File: config.mk
export PLATFORM = sky130hd
export DESIGN_NAME = i2c_master_write
export DESIGN_NICKNAME = d
export VERILOG_FILES = /design/src/rtl/i2c_pkg.sv /design/src/rtl/i2c_quarter_tick.sv /design/src/rtl/i2c_master_write.sv
export SDC_FILE = /design/constraint.sdc
export NUM_CORES = 1
export LEC_CHECK = 0
export CORE_MARGIN = 4
export CORE_UTILIZATION = 60
export CTS_BUF_LIST = sky130_fd_sc_hd__clkbuf_8
export DETAILED_ROUTE_END_ITERATION = 6
export PLACE_DENSITY = 0.95
export SYNTH_ARGS = -nofsm -noshare
export SYNTH_HDL_FRONTEND = slang
export SYNTH_SLANG_ARGS = --single-unit
File: constraint.sdc
create_clock -name clk -period 2.7 [get_ports clk]
set_input_delay 0.27 -clock clk [delete_from_list [all_inputs] [get_ports clk]]
set_output_delay 0.27 -clock clk [all_outputs]
set_load 0.02 [all_outputs]
File: src/rtl/i2c_pkg.sv
// Shared definitions for the single-byte I2C write master.
//   state_t          : transaction FSM states
//   I2C_ADDR_W       : 7-bit target address width
//   I2C_WRITE        : R/W bit value sent after the address
//   QUARTERS_PER_BIT : SCL quarter-periods per bit/ACK slot
package i2c_pkg;
  localparam int   I2C_ADDR_W       = 7;
  localparam logic I2C_WRITE        = 1'b0;
  localparam int   QUARTERS_PER_BIT = 4;

  typedef enum logic [2:0] {
    ST_IDLE,
    ST_START,
    ST_ADDR,
    ST_ADDR_ACK,
    ST_DATA,
    ST_DATA_ACK,
    ST_STOP,
    ST_DONE
  } state_t;
endpackage

File: src/rtl/i2c_quarter_tick.sv
// SCL quarter-period divider.
//   clk, reset : system clock, synchronous active-high reset
//   en         : count while high; counter forced to 0 while low
//   tick       : one-cycle strobe on the last clk of each quarter
module i2c_quarter_tick #(
  parameter int CLK_DIV = 4
) (
  input  logic clk,
  input  logic reset,
  input  logic en,
  output logic tick
);
  localparam int            CW   = (CLK_DIV > 1) ? $clog2(CLK_DIV) : 1;
  localparam logic [CW-1:0] LAST = CW'(CLK_DIV - 1);

  logic [CW-1:0] cnt;

  always_ff @(posedge clk) begin
    if (reset || !en)  cnt <= '0;
    else if (cnt == LAST) cnt <= '0;
    else               cnt <= cnt + CW'(1);
  end

  assign tick = en && (cnt == LAST);
endmodule

File: src/rtl/i2c_master_write.sv
// Single-byte I2C write master: START, address+W, ACK, data, ACK, STOP.
//   cmd_valid/cmd_ready : command handshake (ready only in IDLE)
//   cmd_addr, cmd_data  : 7-bit target address, data byte (MSB first)
//   busy                : accept through done
//   done, nack          : one-cycle completion pulse and its result
//   sda_in              : synchronised bus SDA level
//   sda_oe, scl_oe      : open-drain pull-low enables (registered)
module i2c_master_write
  import i2c_pkg::*;
#(
  parameter int CLK_DIV = 4
) (
  input  logic                  clk,
  input  logic                  reset,
  input  logic                  cmd_valid,
  output logic                  cmd_ready,
  input  logic [I2C_ADDR_W-1:0] cmd_addr,
  input  logic [7:0]            cmd_data,
  output logic                  busy,
  output logic                  done,
  output logic                  nack,
  input  logic                  sda_in,
  output logic                  sda_oe,
  output logic                  scl_oe
);
  localparam logic [1:0] LAST_Q = 2'(QUARTERS_PER_BIT - 1);

  state_t      state_q, state_n;
  logic [1:0]  qtr_q, qtr_n;
  logic [2:0]  bit_q, bit_n;
  // Bit on the wire is sh_q[8]; a trailing 1 is shifted in so that after
  // eight shifts the ACK slot sees a released SDA without special casing.
  logic [8:0]  sh_q, sh_n;
  logic [7:0]  data_q, data_n;
  logic        nack_q, nack_n;
  logic        tick;

  i2c_quarter_tick #(.CLK_DIV(CLK_DIV)) u_tick (
    .clk   (clk),
    .reset (reset),
    .en    (!(state_q == ST_IDLE || state_q == ST_DONE)),
    .tick  (tick)
  );

  // Line drive for a given state/quarter: {scl_oe, sda_oe}.
  function automatic logic [1:0] line_drive(state_t st, logic [1:0] q, logic b);
    case (st)
      ST_START:                 return {1'b0, q == 2'd1};
      ST_ADDR, ST_DATA:         return {~q[1], ~b};
      ST_ADDR_ACK, ST_DATA_ACK: return {~q[1], 1'b0};
      ST_STOP:                  return {q == 2'd0, ~q[1]};
      default:                  return 2'b00;
    endcase
  endfunction

  always_comb begin
    state_n = state_q;
    qtr_n   = qtr_q;
    bit_n   = bit_q;
    sh_n    = sh_q;
    data_n  = data_q;
    nack_n  = nack_q;
    case (state_q)
      ST_IDLE: if (cmd_valid) begin
        state_n = ST_START;
        sh_n    = {cmd_addr, I2C_WRITE, 1'b1};
        data_n  = cmd_data;
        nack_n  = 1'b0;
        qtr_n   = '0;
        bit_n   = '0;
      end
      ST_START: if (tick) begin
        if (qtr_q == 2'd1) begin
          state_n = ST_ADDR;
          qtr_n   = '0;
        end else qtr_n = qtr_q + 2'd1;
      end
      ST_ADDR, ST_DATA: if (tick) begin
        if (qtr_q == LAST_Q) begin
          qtr_n = '0;
          sh_n  = {sh_q[7:0], 1'b1};
          if (bit_q == 3'd7) begin
            bit_n   = '0;
            state_n = (state_q == ST_ADDR) ? ST_ADDR_ACK : ST_DATA_ACK;
          end else bit_n = bit_q + 3'd1;
        end else qtr_n = qtr_q + 2'd1;
      end
      ST_ADDR_ACK, ST_DATA_ACK: if (tick) begin
        // ACK is sampled at the end of the first SCL-high quarter.
        if (qtr_q == 2'd2) nack_n = nack_q | sda_in;
        if (qtr_q == LAST_Q) begin
          qtr_n = '0;
          if (state_q == ST_ADDR_ACK && !nack_q) begin
            state_n = ST_DATA;
            sh_n    = {data_q, 1'b1};
          end else state_n = ST_STOP;
        end else qtr_n = qtr_q + 2'd1;
      end
      ST_STOP: if (tick) begin
        if (qtr_q == LAST_Q) begin
          state_n = ST_DONE;
          qtr_n   = '0;
        end else qtr_n = qtr_q + 2'd1;
      end
      ST_DONE: state_n = ST_IDLE;
      default: state_n = ST_IDLE;
    endcase
  end

  // Outputs are derived from next-state values so they are registered
  // and line in exactly with the state they belong to.
  always_ff @(posedge clk) begin
    if (reset) begin
      state_q   <= ST_IDLE;
      qtr_q     <= '0;
      bit_q     <= '0;
      sh_q      <= '0;
      data_q    <= '0;
      nack_q    <= 1'b0;
      scl_oe    <= 1'b0;
      sda_oe    <= 1'b0;
      cmd_ready <= 1'b1;
      busy      <= 1'b0;
      done      <= 1'b0;
      nack      <= 1'b0;
    end else begin
      state_q          <= state_n;
      qtr_q            <= qtr_n;
      bit_q            <= bit_n;
      sh_q             <= sh_n;
      data_q           <= data_n;
      nack_q           <= nack_n;
      {scl_oe, sda_oe} <= line_drive(state_n, qtr_n, sh_n[8]);
      cmd_ready        <= (state_n == ST_IDLE);
      busy             <= (state_n != ST_IDLE);
      done             <= (state_n == ST_DONE);
      nack             <= (state_n == ST_DONE) && nack_n;
    end
  end
endmodule

==> flow_summary.yaml <==
outcome:
  status: "finished, final reports clean"
global_routing:
  grt_max_degree: 31
  grt_usage: 0.1960
  grt_pass1_vias: 1384
  antenna_found_initial: 0
  grt_pass1_wl_um: 6189
  grt-ovfl-total: 0
setup_path:
  end_kind: "flip-flop"
  critPathRequiredTime_ps: 2870
  crit_path_start_kind: "flip-flop"
  reg2reg_slack_ps: 570
  path_max_fanout: 12
  crit_arrival_ps: 2300
  criticalPathCategory: "flip-flop to flip-flop"
synthesis:
  synth_top_area_share: 0.3842
  synth_nets: 231
  syn_inst: 205
  synthArstFlopShare: 0
  yosysUniqueCellTypes: 53
  synth.ff_latch_count: 34
  synth-edff-count: 0
  syn_area_per_cell_um2: 8.642
  syn_area_um2: 1772
  synth-main-ff-cell: "dfxtp_1"
  synth_area_leaders: "dfxtp_1 38%, a21oi_1 5.9%, nand2_1 5.7%"
  yosysWarningCount: 0
  seq_area_frac_synth: 0.3842
  synth_top_area_cell: "dfxtp_1"
timing:
  setup_violations: 0
  slew_violations: 0
  max_freq_ghz: 0.4705
  tns_ps: 0
  period_minus_slack_ps: 2125
  relSlewSlack: 0.5873
  worst_pin_slew_ps: 618.2
  skew_ps: 5.185
  whs_ps: 447.8
  hold_violations: 0
  fin_ws_ps: 574.8
  period_share: 0.7871
  rsz0062_at_grt: "no"
power:
  p_seq_frac: 0.526
  p_int_uw: 774.9
  clockPowerShare: 0.373
  pwr-share-comb: 0.101
  powerDensity_nw_per_um2: 480.4
  leakage_uw: 0.0007605
  switching_share: 0.2375
  switchingPower_uw: 241.4
  irDropWorstVdd_mv: 0.5324
job:
  drv_cap: 0
place:
  port_buffers: 24
  placed_area_um2: 2024
  dpl.hpwl_um: 2762
  dpl_worst_slack_ps: 633.6
  gp_congestion: 0.9477
layout:
  fin_nets: 257
  n_antenna_cell: 0
  drive_gt1_frac: 0.1078
  syn_to_final_growth_pct: 19.42
  fin_util: 0.7607
  final_area_um2: 2116
detailed_routing:
  dr_wl_met3_um: 312
  viasPerCell: 6.091
  drt-pass1-iter-count: 4
  ant_nets: 0
  vias: 1602
  dr_wl_met2_um: 1665
  wire_per_inst_um: 14.42
  routed_wl_um: 3792
  drc: 0
  topRoutingLayerUsed: "met4"
  drt-met1-wl_um: 1712
  drt_iter0_drc: 109
clocking:
  post_cts_resized: 0
  cts_inserted_buffers: 5
  cts_buffer_depth: 2
  cts_tree: "yes"
  cts_max_level: 2
  clock_sinks: 34
  holdBufCountCts: 0
  cts_setup_buffers: 0
  ctsRootBufferMaster: "clkbuf_8"
  clk_latency_ps: 290
  path_clk_slew_ps: 60
floorplan:
  initial_utilization: 0.6370
  die_h_um: 62.34
  dieArea_um2: 3886
  num_rows: 19
  io_pins: 25
  core_um2: 2781
  die_w_um: 62.34
hold_path:
  hp-class: "flip-flop to flip-flop"
[power groups by stage]
stage                     registers, uW  clock network (uW)  logic (uW)
after floorplan                     543                   0        58.2
after global placement              545                   0         100
after detailed placement            545                   0         102
after CTS                           534                 385         102
after global routing                536                 410         112
final                               534                 379         103
[metrics by stage]
stage          total power, uW  std cells
3_5_place_dp             646.8        255
2_1_floorplan            600.9        205
4_1_cts                   1021        263
6_report                  1016        263
5_1_grt                   1058        263
3_3_place_gp             645.2        255
[path summary, 6_finish.rpt]
kind	startpoint	endpoint	cells past startpoint
max	qtr_q[0]	sda_oe	6
min	u_tick.cnt[0]	u_tick.cnt[0]	1
max reg2reg	qtr_q[0]	sda_oe	6
min reg2reg	u_tick.cnt[0]	u_tick.cnt[0]	1
[kinds of logic (layout without fill, tap and decap cells)]
family                     Yosys count  count (layout)  share of synthesized area
AOI/OAI and AO/OA                   58              58                     0.2302
xor gates and xnor gates             1               1                   0.009183
adders and majority gates            7               7                    0.04943
buffers and inverters               21              48                    0.06567
DFF                                 34              34                     0.3842
and+or+nand+nor                     84              84                     0.2613
[critical path, stage by stage, from the launching register on]
cell,delay (ps)
dfxtp_1,430
ha_1,340
nand2_1,310
nor3_2,450
a221o_1,270
a2111o_1,110
o221ai_1,90
[synthesized netlist by cell type, drive strengths merged (3+ instances only)]
library cell and n:
a221oi 6, dfxtp 34, buf 9, nor2 17, o21ai 3, ha 7, a21oi 22, or4 4
or3 3, a22o 7, nor3 6, and2 4, nand3 4, nand2 27, nor4 4, inv 8
clkbuf 4
[state kept, by name, summed over array words and instances, names as in the netlist, 2 cells and up]
register	flops
qtr_q	2
state_q	3
data_q	8
u_tick.cnt	2
bit_q	3
sh_q	9
[layout make-up]
| class | count | area, um^2 |
|---|---|---|
| well taps | 31 | 38.79 |
| clock inverters | 2 | 8.758 |
| repair buffers | 32 | 300.3 |
| multi-input cells | 150 | 974.7 |
| fillers | 202 | 665.6 |
| inverters | 8 | 30.03 |
| flip-flops and latches | 34 | 680.7 |
| clock buffers | 6 | 82.58 |
[layout by cell type (no fill, tap or decap), types with 2 or more instances in the layout]
master / count
dfxtp_1: 34
nand2_1: 27
clkdlybuf4s50_1: 24
a21oi_1: 21
nor2_1: 17
inv_1: 8
buf_4: 8
a22o_1: 7
ha_1: 7
a221oi_1: 6
clkbuf_8: 6
nand3_1: 4
or4_1: 4
and2_1: 4
nor3_1: 4
or3_1: 3
o21ai_0: 3
nand3b_1: 2
nor4_1: 2
o22ai_1: 2
nor4_2: 2
nor3_2: 2
o211ai_1: 2
a21boi_0: 2
o221ai_1: 2
nand2b_1: 2
nand4_1: 2
[per-layer routing]
| metal | vias up | global-route usage |
|---|---|---|
| li1 | 802 | - |
| met1 | 723 | 0.2631 |
| met2 | 63 | 0.2746 |
| met3 | 14 | 0.06847 |
| met4 | 0 | 0.1008 |
| met5 | - | 0 |
Power figures use the tool's default switching activity.
==> patch: new RTL, config.mk and constraints unchanged <==
Take the reset off `sh_q` and `data_q` and load them in a clocked block of their own.
--- a/src/rtl/i2c_master_write.sv
+++ b/src/rtl/i2c_master_write.sv
@@ -115,6 +115,4 @@
       qtr_q     <= '0;
       bit_q     <= '0;
-      sh_q      <= '0;
-      data_q    <= '0;
       nack_q    <= 1'b0;
       scl_oe    <= 1'b0;
@@ -128,6 +126,4 @@
       qtr_q            <= qtr_n;
       bit_q            <= bit_n;
-      sh_q             <= sh_n;
-      data_q           <= data_n;
       nack_q           <= nack_n;
       {scl_oe, sda_oe} <= line_drive(state_n, qtr_n, sh_n[8]);
@@ -138,4 +134,9 @@
     end
   end
+
+  always_ff @(posedge clk) begin
+    sh_q   <= sh_n;
+    data_q <= data_n;
+  end
 endmodule
 
Check against the original RTL: same outputs for any inputs over 10 cycles, from zero or initial values and one cycle with reset high; that may be too few to reach the edited logic, so the function may still have changed.
==> patch against the original RTL <==
  * Area after synthesis fell by 4.7%
  * Routed wire length rose by 5.6%
  * Synthesized cell count shrank 21%
  * Total power rose by 21%
  * Setup slack got worse by 0.33 ns
  * Final area fell by 3.0%
  * Highest routed layer unchanged
  * Core utilization up 3.2 points
  * Count of clock-buffer cells in the layout is the same
  * Non-clock buffer count shrank 6
  * Sequential cell count stayed put
==> patch: results (changes against the original RTL) <==
stage;metric;value;unit;change
global_route;grt_use_met3;0.0671;;was 0.0685
synth;synthTopCellsByArea;edfxtp_1, dfxtp_1, ha_1, a222oi_1, inv_1;;was dfxtp_1, a21oi_1, nand2_1, ha_1, nor2_1
layout;multi_input_area;728;sq um;was 975 sq um
layout;seq_share;0.410;;was 0.322
detailed_routing;drt_iter0_markers;144;;was 109
layout;nFillCells;148;;was 202
layout;reg_top3;sh_q x9, data_q x8;;unchanged
sta;whs;0.448;ns;about the same
critical_path;crit_path_top_delay_cell;a2111oi_0;;was nor3_2
synth;synthTopCellsByCount;dfxtp_1, edfxtp_1, inv_1;;was dfxtp_1, nand2_1, a21oi_1
layout;final-clk-cell-share;0.0695;;was 0.0432
critical_path;crit_arrival;2.65;ns;was 2.30 ns
power_and_ir_drop;pg_comb;0.0886;mW;was 0.103 mW
layout;buffers;26;;was 32
place;finalWeightedCongestion;0.915;;was 0.948
place;place_inst;207;;was 255
detailed_routing;vias_per_cell;6.41;;was 6.09
global_route;grt_max_degree;20;;was 31
critical_path;r2r_slack;0.25;ns;was 0.57 ns
power_and_ir_drop;vdd_drop_max;0.551;mV;was 0.532 mV
layout;fin_nets;210;;was 257
detailed_routing;wl_met1;1560;um;was 1710 um
detailed_routing;dr_wl_met2;2040;um;was 1670 um
critical_path;crit_start;u_tick.cnt[0]$_SDFF_PP0_;;was qtr_q[0]$_SDFF_PP0_
synth;syn_inst;162;;was 205
synth;yosysSeqAreaShare;0.498;;was 0.384
sta;clock_skew;0.00498;ns;was 0.00518 ns
critical_path;crit_path_max_incr_delay;0.53;ns;was 0.45 ns
power_and_ir_drop;switchingPower;0.232;mW;was 0.241 mW
power_and_ir_drop;power_density;601;nW/um^2;was 480 nW/um^2
global_route;grt_pass1_vias;1351;;was 1384
global_route;grtUsageMet2;0.378;;was 0.275
sta;tightestPinTransition;0.661;ns;was 0.618 ns
synth;synth_fp_nets;188;;was 231
outcome;status;complete, no violations;;unchanged
global_route;use_met1;0.306;;was 0.263
detailed_routing;route.met3.wl;327;um;was 312 um
synth;ys_types;48;;was 53
layout;num-nonclk-inverters;13;;was 8
global_route;grt_usage;0.235;;was 0.196
power_and_ir_drop;total_leakage_power;0.784;nW;was 0.761 nW
global_route;grt_pass1_wl;6360;um;was 6190 um
detailed_routing;detail_route.wirelength;4000;um;was 3790 um
power_and_ir_drop;p_seq;0.574;mW;was 0.534 mW
critical_path;crit_fanout;18;;was 12
layout;layout-drive-gt1-share;0.0919;;was 0.108
place;dp_hpwl;2620;um;was 2760 um
critical_path;r2r-start;u_tick.cnt[0]$_SDFF_PP0_;;was qtr_q[0]$_SDFF_PP0_
layout;nonClkBufAreaFrac;0.124;;was 0.142
[patch: cell count changes after synthesis, moves of 3 or more]
cell	delta
nor2_1	-6
dfxtp_1	-16
or4_1	-4
nand2_1	-17
o32ai_1	+3
inv_1	+5
a221oi_1	-6
edfxtp_1	+16
a222oi_1	+5
a21oi_1	-13
a22o_1	-6
[patch: per-stage QoR]
stage	util	setup slack, ns	area [sq um]
floorplan	-	0.772	1690
global placement	0.738	0.597	1910
detailed placement	0.738	0.485	1910
global route	0.793	0.0776	2050
CTS	0.793	0.286	2050
finish	0.793	0.245	2050
[patch: kinds of logic (layout without fill, tap and decap cells)]
family          after synthesis  count (layout)  synth area share
flops                        34              34             0.498
xor+xnor                      2               2            0.0104
simple gates                 55              55             0.176
buf+inv                      24              47            0.0704
compound gates               39              39             0.187
fa+ha+maj                     8               8            0.0586
